[config.mk]
export PLATFORM = sky130hd
export DESIGN_NAME = restoring_divider_4bit_flat
export DESIGN_NICKNAME = d
export VERILOG_FILES = /design/src/rtl/div_pkg.sv /design/src/rtl/restoring_divider_4bit_if.sv /design/src/rtl/bls_sub4.sv /design/src/rtl/restoring_divider_4bit.sv /design/src/flat_wrapper.sv
export SDC_FILE = /design/constraint.sdc
export NUM_CORES = 1
export LEC_CHECK = 0
export CORE_MARGIN = 2
export CORE_UTILIZATION = 45
export DETAILED_ROUTE_END_ITERATION = 12
export GPL_TIMING_DRIVEN = 0
export PLACE_DENSITY = 0.69
export SLEW_MARGIN = 0
export SYNTH_ARGS = -nofsm -noshare
export SYNTH_HDL_FRONTEND = slang
export SYNTH_HIERARCHICAL = 1
export SYNTH_SLANG_ARGS = --single-unit
[constraint.sdc]
create_clock -name clk -period 2.1 [get_ports clk]
set_input_delay 0.42 -clock clk [delete_from_list [all_inputs] [get_ports clk]]
set_output_delay 0.42 -clock clk [all_outputs]
set_load 0.03 [all_outputs]
[src/rtl/div_pkg.sv]
// Shared definitions for the 4-bit restoring divider: widths, step count and FSM encoding.
package div_pkg;

   localparam int unsigned DIV_W     = 4;
   localparam int unsigned DIV_STEPS = 4;

   typedef enum logic [1:0] {
      IDLE = 2'd0,
      RUN  = 2'd1,
      DONE = 2'd2
   } div_state_e;

   // A trial subtraction succeeds when the shifted partial remainder already
   // exceeds 15 (its top bit is set) or when the 4-bit subtraction does not borrow.
   function automatic logic step_ok(input logic s_msb, input logic bout);
      return s_msb | ~bout;
   endfunction

endpackage

[src/rtl/restoring_divider_4bit_if.sv]
// Start/done handshake and operand/result bundle between the lab top level and the divider.
interface restoring_divider_4bit_if;
   import div_pkg::*;

   logic             start;
   logic [DIV_W-1:0] dividend;
   logic [DIV_W-1:0] divisor;
   logic             busy;
   logic             done;
   logic [DIV_W-1:0] quotient;
   logic [DIV_W-1:0] remainder;
   logic             div_by_zero;

   modport master (
      output start, dividend, divisor,
      input  busy, done, quotient, remainder, div_by_zero
   );

   modport slave (
      input  start, dividend, divisor,
      output busy, done, quotient, remainder, div_by_zero
   );

endinterface

[src/rtl/bls_sub4.sv]
// 4-bit borrow-lookahead subtractor: Diff = X - Y - Bin, Bout set when the result underflows.
module bls_sub4 (
   input  logic [3:0] X,
   input  logic [3:0] Y,
   input  logic       Bin,
   output logic [3:0] Diff,
   output logic       Bout
);

   logic [3:0] g_s;   // borrow generate: X bit 0, Y bit 1
   logic [3:0] p_s;   // borrow propagate: X bit equals Y bit
   logic [4:0] b_s;   // borrow into each bit position, b_s[4] is the borrow out

   assign g_s = ~X & Y;
   assign p_s = ~(X ^ Y);

   // Every borrow is expanded directly from the generate/propagate terms so no
   // ripple chain exists between bit positions.
   assign b_s[0] = Bin;
   assign b_s[1] = g_s[0]
                 | (p_s[0] & Bin);
   assign b_s[2] = g_s[1]
                 | (p_s[1] & g_s[0])
                 | (p_s[1] & p_s[0] & Bin);
   assign b_s[3] = g_s[2]
                 | (p_s[2] & g_s[1])
                 | (p_s[2] & p_s[1] & g_s[0])
                 | (p_s[2] & p_s[1] & p_s[0] & Bin);
   assign b_s[4] = g_s[3]
                 | (p_s[3] & g_s[2])
                 | (p_s[3] & p_s[2] & g_s[1])
                 | (p_s[3] & p_s[2] & p_s[1] & g_s[0])
                 | (p_s[3] & p_s[2] & p_s[1] & p_s[0] & Bin);

   assign Diff = X ^ Y ^ b_s[3:0];
   assign Bout = b_s[4];

endmodule

[src/rtl/restoring_divider_4bit.sv]
// Sequential 4-bit unsigned restoring divider: one quotient bit per cycle from a
// single borrow-lookahead subtractor slice, driven by an IDLE/RUN/DONE FSM.
module restoring_divider_4bit
   import div_pkg::*;
(
   input  logic                     clk,
   input  logic                     rst_n,
   restoring_divider_4bit_if.slave  bus
);

   div_state_e       state_r;
   div_state_e       next_state_s;
   logic [1:0]       count_r;
   logic [DIV_W-1:0] q_r;
   // Partial remainder. Its fifth bit is structurally zero after every step: a
   // successful subtraction stores {0, Diff}, and a failed one can only occur
   // when the shifted value is below 16, so only the low four bits are kept.
   logic [DIV_W-1:0] r_r;
   logic [DIV_W-1:0] d_r;
   logic [DIV_W-1:0] quotient_r;
   logic [DIV_W-1:0] remainder_r;
   logic             dbz_r;
   logic             busy_r;
   logic             done_r;
   logic             busy_nxt_s;
   logic             done_nxt_s;

   logic             accept_s;
   logic             last_step_s;
   logic [DIV_W:0]   s_s;
   logic [DIV_W-1:0] diff_s;
   logic             bout_s;
   logic             ok_s;
   logic [DIV_W-1:0] r_step_s;
   logic [DIV_W-1:0] q_step_s;

   assign accept_s    = (state_r == IDLE) && bus.start;
   assign last_step_s = (count_r == 2'(DIV_STEPS - 1));

   // Shift the next dividend bit into the partial remainder and trial-subtract the divisor.
   assign s_s = {r_r, q_r[DIV_W-1]};

   bls_sub4 u_sub (
      .X    (s_s[DIV_W-1:0]),
      .Y    (d_r),
      .Bin  (1'b0),
      .Diff (diff_s),
      .Bout (bout_s)
   );

   assign ok_s     = step_ok(s_s[DIV_W], bout_s);
   assign r_step_s = ok_s ? diff_s : s_s[DIV_W-1:0];
   assign q_step_s = {q_r[DIV_W-2:0], ok_s};

   // State register.
   always_ff @(posedge clk or negedge rst_n) begin
      if (!rst_n) begin
         state_r <= IDLE;
      end else begin
         state_r <= next_state_s;
      end
   end

   // Next-state logic: a zero divisor skips RUN and completes immediately.
   always_comb begin
      next_state_s = state_r;
      case (state_r)
         IDLE: begin
            if (bus.start) begin
               if (bus.divisor == 4'd0) begin
                  next_state_s = DONE;
               end else begin
                  next_state_s = RUN;
               end
            end else begin
               next_state_s = IDLE;
            end
         end
         RUN: begin
            if (last_step_s) begin
               next_state_s = DONE;
            end else begin
               next_state_s = RUN;
            end
         end
         DONE:    next_state_s = IDLE;
         default: next_state_s = IDLE;
      endcase
   end

   // Output decode from the next state so busy/done come out of flops aligned with the state.
   always_comb begin
      busy_nxt_s = 1'b0;
      done_nxt_s = 1'b0;
      case (next_state_s)
         IDLE: begin
            busy_nxt_s = 1'b0;
            done_nxt_s = 1'b0;
         end
         RUN: begin
            busy_nxt_s = 1'b1;
            done_nxt_s = 1'b0;
         end
         DONE: begin
            busy_nxt_s = 1'b0;
            done_nxt_s = 1'b1;
         end
         default: begin
            busy_nxt_s = 1'b0;
            done_nxt_s = 1'b0;
         end
      endcase
   end

   // Registered handshake outputs.
   always_ff @(posedge clk or negedge rst_n) begin
      if (!rst_n) begin
         busy_r <= 1'b0;
         done_r <= 1'b0;
      end else begin
         busy_r <= busy_nxt_s;
         done_r <= done_nxt_s;
      end
   end

   // Operand latch, per-step Q/R update, step counter and result capture.
   always_ff @(posedge clk or negedge rst_n) begin
      if (!rst_n) begin
         d_r         <= 4'd0;
         q_r         <= 4'd0;
         r_r         <= 4'd0;
         count_r     <= 2'd0;
         quotient_r  <= 4'd0;
         remainder_r <= 4'd0;
         dbz_r       <= 1'b0;
      end else if (accept_s) begin
         d_r     <= bus.divisor;
         q_r     <= bus.dividend;
         r_r     <= 4'd0;
         count_r <= 2'd0;
         if (bus.divisor == 4'd0) begin
            quotient_r  <= 4'hF;
            remainder_r <= bus.dividend;
            dbz_r       <= 1'b1;
         end else begin
            dbz_r <= 1'b0;
         end
      end else if (state_r == RUN) begin
         q_r     <= q_step_s;
         r_r     <= r_step_s;
         count_r <= count_r + 2'd1;
         if (last_step_s) begin
            quotient_r  <= q_step_s;
            remainder_r <= r_step_s;
         end
      end
   end

   assign bus.busy        = busy_r;
   assign bus.done        = done_r;
   assign bus.quotient    = quotient_r;
   assign bus.remainder   = remainder_r;
   assign bus.div_by_zero = dbz_r;

endmodule

[src/flat_wrapper.sv]
// flat-port wrapper written by rule: the top's interface ports become plain ports
module restoring_divider_4bit_flat import div_pkg::*;
  (clk, rst_n, bus_start, bus_dividend, bus_divisor, bus_busy, bus_done, bus_quotient, bus_remainder, bus_div_by_zero);
  restoring_divider_4bit_if bus_i ();
  input  logic clk;
  input  logic rst_n;
  input wire logic [$bits(bus_i.start)-1:0] bus_start;
  input wire logic [$bits(bus_i.dividend)-1:0] bus_dividend;
  input wire logic [$bits(bus_i.divisor)-1:0] bus_divisor;
  output wire logic [$bits(bus_i.busy)-1:0] bus_busy;
  output wire logic [$bits(bus_i.done)-1:0] bus_done;
  output wire logic [$bits(bus_i.quotient)-1:0] bus_quotient;
  output wire logic [$bits(bus_i.remainder)-1:0] bus_remainder;
  output wire logic [$bits(bus_i.div_by_zero)-1:0] bus_div_by_zero;
  assign bus_i.start = bus_start;
  assign bus_i.dividend = bus_dividend;
  assign bus_i.divisor = bus_divisor;
  assign bus_busy = bus_i.busy;
  assign bus_done = bus_i.done;
  assign bus_quotient = bus_i.quotient;
  assign bus_remainder = bus_i.remainder;
  assign bus_div_by_zero = bus_i.div_by_zero;
  restoring_divider_4bit u_core (.clk(clk), .rst_n(rst_n), .bus(bus_i));
endmodule
## Yosys cells after proc, flatten, opt, wreduce, memory -nomap -nowiden

Index checks and enable logic that the tools add are counted.

| storage, ports and cells | value |
|---|---|
| register bits | 27 |
| bits of input ports | 11 |
| output and inout port bits | 11 |
| logic and storage cells | 66 |

| operators by class | value |
|---|---|
| $add $sub $neg | 1 |
| eq/ne operators | 5 |
| muxes and demuxes | 22 |
| bitwise logic cells | 22 |
| reductions and logical operators | 6 |

Operator list:

| cell | count |
|---|---|
| $mux 4 | 13 |
| $mux 2 | 5 |
| $and 1x1->1 | 9 |
| $not 4->4 | 2 |
| $xor 4x4->4 | 2 |
| $or 1x1->1 | 7 |
| $and 4x4->4 | 1 |
| $eq 2x1->1 const B | 2 |
| $eq 2x2->1 const B | 2 |
| $logic_not 4->1 | 1 |
| $pmux 2 s2 | 1 |
| $reduce_bool 2->1 | 2 |
| $mux 1 | 3 |
| $reduce_and 3->1 | 1 |
| $add 2x1->2 const B | 1 |
| $logic_not 2->1 | 1 |
| $ne 2x2->1 const B | 1 |
| $logic_and 1x1->1 | 1 |
| $not 1->1 | 1 |

## Depth between registers and ports, before layout

| logic depth | value |
|---|---|
| word-level depth | 12 |
| mapped depth | 9 |
| mapped depth without buffers | 8 |

## Cells and area by module

The synthesis kept the hierarchy.

By module, submodules not included:

| module | times used | cells each | area each (µm²) |
|---|---|---|---|
| restoring_divider_4bit | 1 | 114 | 1227.4 |
| bls_sub4 | 1 | 27 | 200.2 |

## Least setup slack after synthesis

OpenSTA, ideal clock, no wires.

| path | value |
|---|---|
| kind | register to register |
| start point | register u_core.r_r[1] |
| end point | register u_core.remainder_r[0] (netlist: u_core/bus.remainder[0]) |
| data arrival time | 1.813 ns |
| setup slack | 0.183 ns |
| cell stages (with the launch flop) | 9 |
| path buffers | 1 |
| cells stage by stage | dfrtp_1 -> inv_1 -> ha_1 -> a21o_1 -> a211o_1 -> nor2b_1 -> buf_1 -> mux2i_1 -> a221oi_1 |

| between the ends | value |
|---|---|
| longest elaborated chain between the ends | 12 |
| elaborated cells on any way between the ends | 18 |
| classes of those cells | mux: 4; bitwise: 14 |

RTL lines:

| what | RTL line | text |
|---|---|---|
| start, declared | restoring_divider_4bit.sv:18 | `logic [DIV_W-1:0] r_r;` |
| start signal, assigned | restoring_divider_4bit.sv:150 | `r_r <= r_step_s;` |
| $not 4->4 or $xor 4x4->4 (tied branches) | bls_sub4.sv:14, bls_sub4.sv:15 |  |
| $and 4x4->4 or $not 4->4 (tied branches) | bls_sub4.sv:14, bls_sub4.sv:15 |  |
| $and 1x1->1, on equally long branches | - |  |
| $or 1x1->1, or another cell as far along | bls_sub4.sv:30 | `\| (p_s[3] & g_s[2])` |
| $or 1x1->1 or $and 1x1->1 (tied branches) | bls_sub4.sv:31, bls_sub4.sv:32 |  |
| $or 1x1->1 (*) | bls_sub4.sv:32 | `\| (p_s[3] & p_s[2] & p_s[1] & g_s[0])` |
| named net u_core.bout_s | restoring_divider_4bit.sv:32 | `logic bout_s;` |
| $not 1->1 (*) | div_pkg.sv:16 | `return s_msb \| ~bout;` |
| $or 1x1->1 (*) | div_pkg.sv:16 |  |
| $mux 4 (*) | restoring_divider_4bit.sv:52 | `assign r_step_s = ok_s ? diff_s : s_s[DIV_W-1:0];` |
| $mux 4 (*) | restoring_divider_4bit.sv:152 | `if (last_step_s) begin` |
| $mux 4 (*) | restoring_divider_4bit.sv:148 | `end else if (state_r == RUN) begin` |
| $mux 4 (*) | restoring_divider_4bit.sv:136 | `end else if (accept_s) begin` |
| end signal, assigned | restoring_divider_4bit.sv:143 | `remainder_r <= bus.dividend;` |
| end signal, assigned | restoring_divider_4bit.sv:154 | `remainder_r <= r_step_s;` |
| end, declared | restoring_divider_4bit.sv:21 | `logic [DIV_W-1:0] remainder_r;` |

Mark *: on every way through the listed nets, which the timed path passes. The rest lies on a longest branch. The select of a mux whose other input is x is not followed.
A chain may end at the register's enable or synchronous reset.

## Final worst setup path

| path | value |
|---|---|
| start point | register u_core.r_r[1] |
| end point | register u_core.remainder_r[2] (netlist: u_core/bus.remainder[2]) |

Same word-level chain as after synthesis.

==> impl_results.md <==
* Status: complete, no violations
* WL/cell at around 13 µm
* Peak VDD IR at around 0.76 mV
* Sequential fraction of the synthesis area at roughly 47%
* Layout area overhead at 21.5%
* Main combinational cell family by area after synthesis: simple AND/OR/NAND/NOR gates
* Core area at approximately 3000 µm²
* Cell Int Power at between 1.5 and 2 mW
* MaxCap Viol Count at 0
* Fin. Hold Viols at 0
* Synth top area share at a little under half
* Tot GR Track Use at roughly 18%
* Vias in the first global route at slightly above 1000
* RSZ-0062 raised after global routing: no
* Net Sw Frac at 42.9%
* Clock buffer depth at 2
* Compound-Gate Fraction of Synth Area at 13.9%
* Max Clock Skew at between 0.006 and 0.007 ns
* # nets final at 187
* Port Buffers at 21
* Clk pwr share at ~7.8%
* Synth Area in Adders at between 6 and 7%
* Most common cell after layout, fill and taps aside: dfrtp_1
* Primary FF master, synth: dfrtp_1
* Initial core utilization at around 47%
* Ys async rst share at 100%
* Worst-Skew Late Latency at between 0.3 and 0.4 ns
* Residual DRC at 0
* Initial DRC Count at 23
* Slew headroom at around 60%
* Number of vias per cell at roughly 5
* Synth area leader: dfrtp_1
* Measured slew at the worst slew-check pin at approximately 0.59 ns
* Final total power at ~2.8 mW
* Pwr/cell area at about 1600 nW/µm²
* Final setup vio count at 0
* CTS clk-pin slew, worst paths at 0.14 ns
* Final Instance Area at about 1700 µm²
* Hold WC Path Type: in2async
* Worst hold margin at 0.0795 ns
* Cells after Synth at roughly 140
* Top Ports at 22
* Final critical-path share of the clock period at about nine tenths
* Final GP Congestion at slightly below 0.8
* TritonCTS Buffers at 3
* Layout Cells excl Fill at about 210
* Tmin final at 1.92 ns
* Setup crit end kind: flop
* Crit path arrival time at roughly 2.2 ns
* Clock root buffer: clkbuf_4
* Switch Pwr at between 1 and 1.5 mW
* Worst Path Max Fanout at 6
* Number of synthesized flops with an enable pin at 0
* Cts hold-fix bufs at 0
* Final-report max-slew violation count at 0
* Critical path class: reg2reg
* Required time of the critical path at ~2.3 ns
* Syn Area/Cell at roughly 10 µm²
* Die Width at 60.3 µm
* Detailed Routing Iterations Pass 1 at 4
* Reg power frac at 33.4%
* Synth warnings at 6
* Routed Antenna Nets at 0
* TritonCTS clock tree: built
* Cell variety after synth at 37
* Hpwl dp at approximately 2.2 mm
* Fraction of layout cells with a size suffix above 1 at 12.5%
* Mapped Area at approximately 1400 µm²
* Startpoint types: flop
* Fmax at between 500 and 600 MHz
* Grt ovf at 0
* DIE AREA at between 3000 and 4000 µm²
* Placed insts at 208
* Setup TNS at 0 ns
* Gate power share at between 50 and 60%
* Post-Synth XOR/XNOR Area at under 10%
* Largest net degree at the start of global routing at 28
* Largest cells by area after synthesis: dfrtp_1 (47%), nand2_1 (6.6%), ha_1 (5.3%)
* N_diodes at 0
* Post-synthesis register bit count at 27
* Total wire length at 2.82 mm
* Most frequent cells in the layout: dfrtp_1 (26), nand2_1 (25), clkdlybuf4s50_1 (20), inv_1 (13), o21ai_0 (9)
* Die H at ~60 µm
* Post-DP Area at about 1700 µm²
* Rows at 20
* Post-synthesis simple-gate area fraction at between 15 and 20%
* Sink Count at 27
* Global-route wire length before repair at 4.86 mm
* H-tree depth at 1
* P_leak at 0.821 nW
* Initial antenna violation count at 0
* Mux cell area share after synthesis at a little under 5%
* Routed via count at 1065
[cells by family (layout without fill, tap and decap cells)]
| group | count (synthesis) | in the layout |
|---|---|---|
| mux | 7 | 7 |
| fa+ha+maj | 7 | 7 |
| xor+xnor | 2 | 2 |
| flops | 27 | 27 |
| simple gates | 51 | 51 |
| other cells | 1 | 3 |
| compound gates | 28 | 28 |
| buf+inv | 18 | 43 |
[timing repair]
action                                  CTS  global route
endpoints found under the setup margin    9             8
setup buffers                             0             1
resized for setup                         1             2
gates cloned                              0             0
[synth_stat cells (2+ instances only)]
cell type  instances
a21oi_2            2
nor3_2             4
nor2b_1            3
xor2_1             2
o21ai_0            9
ha_1               6
nand2_1           25
a2bb2oi_1          3
dfrtp_1           27
nor2_1             8
a221oi_1           4
inv_1             13
a21oi_1            3
mux2i_1            7
a21o_1             2
nor3_1             2
[critical path, stage by stage, from the launching register on]
cell and delay (ns):
dfrtp_1 0.39, inv_1 0.05, ha_1 0.35, a21o_1 0.19, a211o_1 0.29, nor2b_4 0.16
mux2i_1 0.14, a221oi_1 0.25
[metal layers]
metal / vias to the layer above / GRT usage, % / routed length, µm
met2: 16 / 30.1 / 1380
li1: 535 / - / -
met1: 512 / 25.0 / 1330
met4: 0 / 2.86 / 15
met5: - / 0 / 0
met3: 2 / 4.55 / 92
[worst paths after layout]
check,start,end,slack [ns],cells past startpoint
hold reg to reg,u_core/d_r[1]$_DFFE_PN0P_,u_core/d_r[1]$_DFFE_PN0P_,0.51,2
setup / recovery,u_core/r_r[1]$_DFFE_PN0P_,u_core/bus.remainder[2]$_DFFE_PN0P_,0.18,7
max in group asynchronous,rst_n,u_core/q_r[3]$_DFFE_PN0P_,1.59,1
setup reg to reg,u_core/r_r[1]$_DFFE_PN0P_,u_core/bus.remainder[2]$_DFFE_PN0P_,0.18,7
min in group clk,u_core/d_r[1]$_DFFE_PN0P_,u_core/d_r[1]$_DFFE_PN0P_,0.51,2
hold / removal,rst_n,u_core/r_r[2]$_DFFE_PN0P_,0.08,1
[power by group through the flow]
stage          clock network [mW]  logic [mW]  registers, mW
2_1_floorplan                   0        1.02           1.08
3_3_place_gp                    0        1.57          0.929
3_5_place_dp                    0        1.61          0.943
4_1_cts                     0.231        1.61          0.932
5_1_grt                     0.255        1.82          0.973
6_report                    0.219        1.65          0.937
[final cells by class]
class                           instances  area [µm²]
Fill cell                             280        1290
Sequential cell                        27         677
Multi-Input combinational cell         98         676
Timing Repair Buffer                   22         213
Tap cell                               44        55.1
Inverter                               13        48.8
Buffer                                  4        38.8
Clock buffer                            4        26.3
[per-stage QoR]
stage	utilization [%]	setup WS [ns]
6_report	57.3	0.176
5_1_grt	57.3	0.000127
4_1_cts	57.0	0.0842
3_5_place_dp	56.2	-0.0215
3_3_place_gp	56.2	0.00749
2_1_floorplan	-	0.183
[registers in the layout (all words and copies together), names as in the netlist]
signal and count:
u_core/bus.quotient 4, u_core/bus.remainder 4, u_core/d_r 4, u_core/q_r 4, u_core/r_r 4, u_core/count_r 2
u_core/state_r 2, u_core/bus.busy 1, u_core/bus.div_by_zero 1, u_core/bus.done 1
Power figures use the tool's default switching activity.
